==> src/rtl/adjacency_counter.sv <==
// Post-placement scan: walks the 8x8 board one cell per clock and fills in
// each cell's adjacent-bomb count, tallying the total bomb population.
module adjacency_counter #(
  parameter int ROWS     = 8,
  parameter int COLS     = 8,
  parameter int CELL_W   = 9,
  parameter int BOMB_BIT = 8
) (
  input  logic              clk,
  input  logic              rst,
  input  logic              start,
  input  logic [CELL_W-1:0] board_in  [0:ROWS-1][0:COLS-1],
  output logic [CELL_W-1:0] board_out [0:ROWS-1][0:COLS-1],
  output logic [6:0]        bomb_total,
  output logic              busy,
  output logic              done,
  output logic              valid
);

  localparam int RW = $clog2(ROWS);
  localparam int CW = $clog2(COLS);

  typedef enum logic [1:0] {
    IDLE = 2'd0,
    SCAN = 2'd1,
    DONE = 2'd2
  } state_t;

  state_t            r_state;
  logic [RW-1:0]     r_row;
  logic [CW-1:0]     r_col;
  logic [6:0]        r_total;
  logic              r_busy;
  logic              r_done;
  logic              r_valid;
  logic [CELL_W-1:0] r_board [0:ROWS-1][0:COLS-1];
  logic [CELL_W-1:0] r_snap  [0:ROWS-1][0:COLS-1];

  logic [CELL_W-1:0] w_cell;
  logic              w_bomb;
  logic [3:0]        w_cnt;
  logic [CELL_W-1:0] w_wr;
  logic              w_load;
  logic              w_unused;
  int                w_rr;
  int                w_cc;

  assign w_load = (r_state == IDLE) && start && !rst;
  assign w_cell = r_snap[r_row][r_col];
  assign w_bomb = w_cell[BOMB_BIT];

  // Only the current cell's 8 neighbours are summed; edges do not wrap.
  always_comb begin
    w_cnt = '0;
    w_rr  = 0;
    w_cc  = 0;
    for (int dr = -1; dr <= 1; dr++) begin
      for (int dc = -1; dc <= 1; dc++) begin
        w_rr = int'(r_row) + dr;
        w_cc = int'(r_col) + dc;
        if (!(dr == 0 && dc == 0) &&
            w_rr >= 0 && w_rr < ROWS &&
            w_cc >= 0 && w_cc < COLS)
          w_cnt = w_cnt +
            4'(r_snap[w_rr[RW-1:0]][w_cc[CW-1:0]][BOMB_BIT]);
      end
    end
  end

  assign w_wr = {w_cell[CELL_W-1:5], 1'b0,
                 w_bomb ? 4'hF : w_cnt};

  always_comb begin
    w_unused = 1'b0;
    for (int r = 0; r < ROWS; r++)
      for (int c = 0; c < COLS; c++)
        w_unused = w_unused ^ (^r_snap[r][c][4:0]);
  end

  always_ff @(posedge clk) begin
    if (w_load)
      r_snap <= board_in;
  end

  always_ff @(posedge clk) begin
    if (rst) begin
      r_state <= IDLE;
      r_row   <= '0;
      r_col   <= '0;
      r_total <= '0;
      r_busy  <= 1'b0;
      r_done  <= 1'b0;
      r_valid <= 1'b0;
      for (int r = 0; r < ROWS; r++)
        for (int c = 0; c < COLS; c++)
          r_board[r][c] <= '0;
    end else begin
      unique case (r_state)
        IDLE: begin
          if (start) begin
            r_state <= SCAN;
            r_row   <= '0;
            r_col   <= '0;
            r_total <= '0;
            r_busy  <= 1'b1;
            r_valid <= 1'b0;
          end
        end
        SCAN: begin
          r_board[r_row][r_col] <= w_wr;
          if (w_bomb)
            r_total <= r_total + 7'd1;
          if (r_col == CW'(COLS - 1)) begin
            r_col <= '0;
            if (r_row == RW'(ROWS - 1)) begin
              r_row   <= '0;
              r_state <= DONE;
              r_done  <= 1'b1;
            end else begin
              r_row <= r_row + RW'(1);
            end
          end else begin
            r_col <= r_col + CW'(1);
          end
        end
        DONE: begin
          r_state <= IDLE;
          r_done  <= 1'b0;
          r_busy  <= 1'b0;
          r_valid <= 1'b1;
        end
        default: r_state <= IDLE;
      endcase
    end
  end

  assign board_out  = r_board;
  assign bomb_total = r_total;
  assign busy       = r_busy;
  assign done       = r_done;
  assign valid      = r_valid;

endmodule
==> config.mk <==
export PLATFORM = sky130hd
export DESIGN_NAME = adjacency_counter
export DESIGN_NICKNAME = d
export VERILOG_FILES = /design/src/rtl/adjacency_counter.sv
export SDC_FILE = /design/constraint.sdc
export NUM_CORES = 1
export LEC_CHECK = 0
export CORE_AREA = 4 4 447 449
export DETAILED_ROUTE_END_ITERATION = 12
export DIE_AREA = 0 0 451 453
export DONT_BUFFER_PORTS = 1
export GPL_ROUTABILITY_DRIVEN = 0
export GPL_TIMING_DRIVEN = 1
export SLEW_MARGIN = 15
export SYNTH_ARGS = -nofsm -noshare
export SYNTH_HDL_FRONTEND = slang
export SYNTH_SLANG_ARGS = --single-unit
==> constraint.sdc <==
create_clock -name clk -period 26.9 [get_ports clk]
set_input_delay 4.035 -clock clk [delete_from_list [all_inputs] [get_ports clk]]
set_output_delay 4.035 -clock clk [all_outputs]
set_load 0.1 [all_outputs]
==> results of run 1 <==
==> flip-flops by register name, summed over array words and instances (netlist names) <==
register / cells
busy: 1
r_col: 3
r_state: 2
valid: 1
board_out: 512
done: 1
r_row: 3
r_snap: 256
bomb_total: 7
==> tightest hold or removal path, cell delays in order, from the launching register on <==
cell and delay, ns:
dfxtp_1 0.31, nor2_1 0.10, a211oi_1 0.05
==> kinds of logic after synthesis <==
family	count (synthesis)	synth area share
buf+inv	309	0.0527
fa+ha+maj	23	0.00950
compound gates	693	0.185
other cells	1	0.000124
mux	85	0.0428
flops	786	0.604
simple gates	747	0.101
xor+xnor	13	0.00487
==> power groups by stage <==
stage               sequential [mW]  combinational [mW]  clock [mW]
global route                   1.27               0.221        1.28
floorplan                      1.30               0.145           0
global placement               1.30               0.197           0
detailed placement             1.30               0.198           0
CTS                            1.27               0.199        1.23
finish                         1.27               0.208        1.20
==> metal layers <==
layer	vias up	global-route usage
met5	-	0
met4	16	0.0479
met3	238	0.0419
met2	1093	0.180
met1	9992	0.122
li1	9597	-
==> cells in the final DEF, fill, tap and decap left out, drive strengths merged, types with 23 or more instances in the layout <==
cell	synthesis	final
nor2	609	609
dfxtp	530	530
a211oi	453	453
edfxtp	256	256
clkbuf	148	111
a22oi	70	70
buf	148	67
conb	1	64
a311oi	63	63
nand2	44	44
mux2i	35	35
mux4	34	34
a21oi	33	33
clkinv	0	25
ha	23	23
==> metrics by stage <==
| stage | util | std cells | hold slack (ns) | total power [mW] | setup WS [ns] |
|---|---|---|---|---|---|
| after floorplan | - | 2720 | 0.580 | 1.45 | 10.86 |
| after global placement | 0.168 | 5128 | 0.495 | 1.49 | 17.54 |
| after detailed placement | 0.168 | 5128 | 0.499 | 1.50 | 17.47 |
| after CTS | 0.182 | 5281 | 0.507 | 2.70 | 17.42 |
| after global routing | 0.183 | 5294 | 0.524 | 2.77 | 17.67 |
| final | 0.183 | 5301 | 0.506 | 2.68 | 18.26 |
==> cell type report <==
type | count | area share
flip-flops and latches | 786 | 0.510
repair buffers | 67 | 0.0155
diodes | 17 | 0.00119
multi-input cells | 1625 | 0.300
well taps | 2640 | 0.0920
clock inverters | 42 | 0.0145
clock buffers | 111 | 0.0653
inverters | 13 | 0.00136
==> final timing paths <==
kind	slack, ns	startpoint	to
max	18.26	r_row[0]$_SDFFE_PP0P_	board_out[334]$_SDFFE_PP0P_
min reg2reg	0.51	board_out[218]$_SDFFE_PP0P_	board_out[218]$_SDFFE_PP0P_
max reg2reg	18.26	r_row[0]$_SDFFE_PP0P_	board_out[334]$_SDFFE_PP0P_
min	0.51	board_out[218]$_SDFFE_PP0P_	board_out[218]$_SDFFE_PP0P_
==> flow_summary.ini, run 1 <==
[drt]
first_pass_iters = 5
wl_um = 117000
vias = 20900
routed_via_density = 3.95
dr_wl_met2_um = 56100
ant_nets = 0
post_drt_wl_per_cell_um = 22.0
drt_iter0_markers = 1847
wl_met3_um = 11800
drc = 0
top_layer = met5
drt-met1-wl_um = 43700

[pwr]
p_clk_frac = 0.447
p_comb_frac = 0.078
power_density_mw_per_mm2 = 74.6
ir_worst_vdd_mv = 0.0613
power_frac_seq = 0.476
netSwitchingFraction = 0.269
internal-power_mw = 1.96
power.leakage_nw = 10.4
p_switching_uw = 721

[timing]
drv_slew = 0
fin_crit_ns = 8.64
setup_viol = 0
worstMarginPinSlew_ns = 1.22
fmax_ghz = 0.116
fin_skew_ns = 0.0492
hold_viol = 0
tns_ns = 0
rsz0062_at_grt = false
finalCritPeriodShare = 0.321
slew_headroom = 0.190

[critical_path]
cp_common_cell = ha_1
slowest_delay_ns = 0.62
critical_path_peak_fanout = 31
required_ns = 27.43
crit_type = register to register
critPathTopFamily = adder cells
cp.depth = 31
start_kind = register
slowest_stage = ha_1
endpoint_kind = register
r2r_cells = 31
arrival_ns = 9.16
critical_path_buf_inv_count = 3

[yosys]
synth.avg_cell_area_um2 = 11.4
ys_seq_elements = 786
synth_area_leaders = dfxtp_1 35%, edfxtp_1 25%, a211oi_1 11%
ys.flop_type = dfxtp_1
synth_edf_count = 256
yosysTopAreaCell = dfxtp_1
async_reset_ff_frac = 0
syn-cell-area_mm2 = 0.0303
synth_cell_types = 67
synth.most_common_cell = nor2_1
ys_top_cells_by_count = 609 x nor2_1, 530 x dfxtp_1, 453 x a211oi_1
syn_inst = 2657
synth-warning-count = 0
synth_top_area_frac = 0.350
yosysSeqAreaShare = 0.604

[clocking]
postCtsSetupBuffers = 0
cts_root_buf = clkbuf_16
cts_made_buffers = 84
cts_hold_buf = 0
cts_buffer_depth = 3
cts.sinks = 786
clkTransAtPathRegs_ns = 0.06
clock_latency_ns = 0.72
htree_levels = 3
ctsResizeCount = 0
cts_tree = yes

[die]
die_area_mm2 = 0.204
die_w_um = 451
rows = 163
fp.dieH_um = 453
ios = 1165
core_mm2 = 0.196
start_util = 0.154

[flow_run]
maxCapViolCount = 0

[global_route]
grtUsageTotal = 0.108
grt_pass1_wl_um = 158000
antenna_found_initial = 48
grt-ovfl-total = 0
grt_pass1_vias = 19900
grt_max_degree = 527

[finish]
regArea_mm2 = 0.0183
multi_input_area_mm2 = 0.0108
nNetsFinal = 3179
design_area_mm2 = 0.0359
area_growth_pct = 18.5
fillCellCount = 21500
drive_gt1_frac = 0.140

[placed_design]
port_buffers = 0
dp_hpwl_um = 80700
place_area_mm2 = 0.0329

[worst_hold_path]
worstHoldPathCells = 2
hold_class = register to register

[run_status]
status = finished clean
Note: power is estimated with default switching activity, not from simulation.
==> inputs of run 2 (changes only) <==
ABC_AREA = 1   (was unset)
CORE_AREA = 4 4 456 458   (was 4 4 447 449)
DIE_AREA = 0 0 460 462   (was 0 0 451 453)
clock period = 8.18 ns   (was 26.9 ns; I/O delays follow)
==> run 2 against run 1 <==
Net effect: cell count rose by 29%; maximum frequency up 21%; clock power rose to 3.4 times the previous value; sequential power rose to 3.4 times the previous value.
==> flow_summary.ini, run 2 <==
[run_status]
status = finished clean

[worst_hold_path]
whs_endpoint = board_out[386]$_SDFFE_PP0P_
worstHoldPathCells = 2
hold_class = register to register
hold_start = board_out[386]$_SDFFE_PP0P_

[flow_run]
maxCapViolCount = 0

[yosys]
synth-warning-count = 0
synth_top_area_frac = 0.319
ys_top_cells_by_count = 949 x nor2_1, 595 x inv_1, 538 x nand2_1
yosysSeqAreaShare = 0.550
async_reset_ff_frac = 0
synth_area_leaders = dfxtp_1 32%, edfxtp_1 23%, nor2_1 11%
ys_seq_elements = 786
yosysTopAreaCell = dfxtp_1
synth_cell_types = 49
ys.flop_type = dfxtp_1
synth.avg_cell_area_um2 = 8.11
syn-cell-area_mm2 = 0.0333
synth.most_common_cell = nor2_1
synth_edf_count = 256
syn_inst = 4105

[critical_path]
r2r_cells = 34
crit_type = register to register
reg2reg_setup_slack_ns = 1.06
rr_startpoint = r_row[1]$_SDFFE_PP0P_
start_kind = register
critPathTopFamily = adder cells
arrival_ns = 7.72
slowest_stage = inv_1
critical_path_buf_inv_count = 4
rr_endpoint = board_out[443]$_SDFFE_PP0P_
slowest_delay_ns = 0.60
critical_path_peak_fanout = 37
endpoint_kind = register
required_ns = 8.77
cp_common_cell = ha_1
cp.depth = 34

[drt]
drt_iter0_markers = 2443
first_pass_iters = 7
drc = 0
ant_nets = 0
post_drt_wl_per_cell_um = 20.6
routed_via_density = 4.05
wl_um = 141000
vias = 27600

[clocking]
cts_made_buffers = 88
cts_root_buf = clkbuf_16
htree_levels = 3
cts_tree = yes
postCtsSetupBuffers = 0
cts_hold_buf = 0
clkTransAtPathRegs_ns = 0.06
clock_latency_ns = 0.74
ctsResizeCount = 0
cts.sinks = 786
cts_buffer_depth = 3

[pwr]
internal-power_mw = 6.71
power.leakage_nw = 16.9
finalPower_mw = 9.79
power_density_mw_per_mm2 = 249
power_frac_seq = 0.436
p_switching_mw = 3.08
ir_worst_vdd_mv = 0.208
p_comb_frac = 0.142
netSwitchingFraction = 0.315
p_clk_frac = 0.422

[timing]
slew_headroom = 0.210
hold_viol = 0
fin_skew_ns = 0.0619
fin_crit_ns = 7.12
worstMarginPinSlew_ns = 1.18
rsz0062_at_grt = false
worst_slack_ns = 1.06
fmax_ghz = 0.140
tns_ns = 0
finalCritPeriodShare = 0.871
drv_slew = 0
hold_slack_ns = 0.533
setup_viol = 0

[finish]
final_util = 0.193
final_common_cell = nor2_1
nNetsFinal = 4639
area_growth_pct = 18.2
largest_reg_flops = 512
design_area_mm2 = 0.0394
fin_cells = 6817
mostFrequentLayoutCells = 933 x nor2_1, 593 x inv_1, 536 x nand2_1
drive_gt1_frac = 0.0689

[placed_design]
dp_worst_setup_slack_ns = 1.10
place_area_mm2 = 0.0363
place_inst = 6635
dp_hpwl_um = 102000
port_buffers = 0

[die]
core_mm2 = 0.204
die_w_um = 460
start_util = 0.163
fp.dieH_um = 462
die_area_mm2 = 0.213
ios = 1165
rows = 166

[global_route]
antenna_found_initial = 24
grt-ovfl-total = 0
grtUsageTotal = 0.125
grt_pass1_vias = 25900
grt_max_degree = 359
grt_pass1_wl_um = 192000
[run 2: cell types whose count changed after synthesis, sizes merged, moves of 39 or more]
cell / before / now
nand3: 17 / 182
a211oi: 453 / 7
inv: 13 / 603
a22oi: 70 / 31
nor2: 609 / 951
a311oi: 63 / 0
o211ai: 5 / 66
nand2: 44 / 540
nand4: 16 / 91
o21ai: 9 / 337
[run 2: cell type report]
| class | instances | area [um2] |
|---|---|---|
| antenna | 21 | 52.6 |
| clock buffer | 116 | 2420 |
| clock inverter | 45 | 593 |
| fill | 22500 | 165000 |
| inverter | 605 | 2280 |
| multi-input combinational | 2463 | 11600 |
| sequential | 786 | 18300 |
| tap | 2688 | 3360 |
| timing repair buffer | 93 | 786 |
[run 2: routing by layer]
metal	part of all wire	wire (um)	GRT usage
met5	0.00049	69	0
met4	0.046	6460	0.0586
met3	0.098	13800	0.0436
met2	0.47	65800	0.210
met1	0.39	54600	0.143
[run 2: worst max path at each step]
stage / startpoint / to / slack, ns
after CTS: r_row[1]$_SDFFE_PP0P_ / board_out[516]$_SDFFE_PP0P_ / 1.07
final: r_row[1]$_SDFFE_PP0P_ / board_out[443]$_SDFFE_PP0P_ / 1.06
after floorplan: rst / r_snap[104]$_DFFE_PP_ / 2.11
after detailed placement: r_row[1]$_SDFFE_PP0P_ / board_out[516]$_SDFFE_PP0P_ / 1.10
after global placement: r_row[1]$_SDFFE_PP0P_ / board_out[516]$_SDFFE_PP0P_ / 1.28
after global routing: r_row[1]$_SDFFE_PP0P_ / board_out[39]$_SDFFE_PP0P_ / 0.51
[run 2: cell families after synthesis]
kind of cell	share of synthesized area
buffers and inverters	0.114
AND/OR/NAND/NOR	0.216
multiplexers	0.00451
other	0.000113
AO/OA/AOI/OAI	0.106
adder cells (fa/ha/maj)	0.00864
XOR/XNOR	0.00132
flip-flops	0.550
[run 2: worst reg2reg max path: cells and delay by family (launching register included)]
kind | cells | cell delay, ns
simple gates | 13 | 1.57
flops | 1 | 0.52
fa+ha+maj | 9 | 2.54
buf+inv | 4 | 1.03
compound gates | 8 | 1.32
[run 2: power groups by stage]
stage | clock network [mW] | logic (mW) | registers [mW]
after global routing | 4.40 | 1.48 | 4.27
after global placement | 0 | 1.40 | 4.35
after detailed placement | 0 | 1.41 | 4.35
after floorplan | 0 | 0.855 | 4.33
final | 4.13 | 1.39 | 4.26
after CTS | 4.25 | 1.41 | 4.26
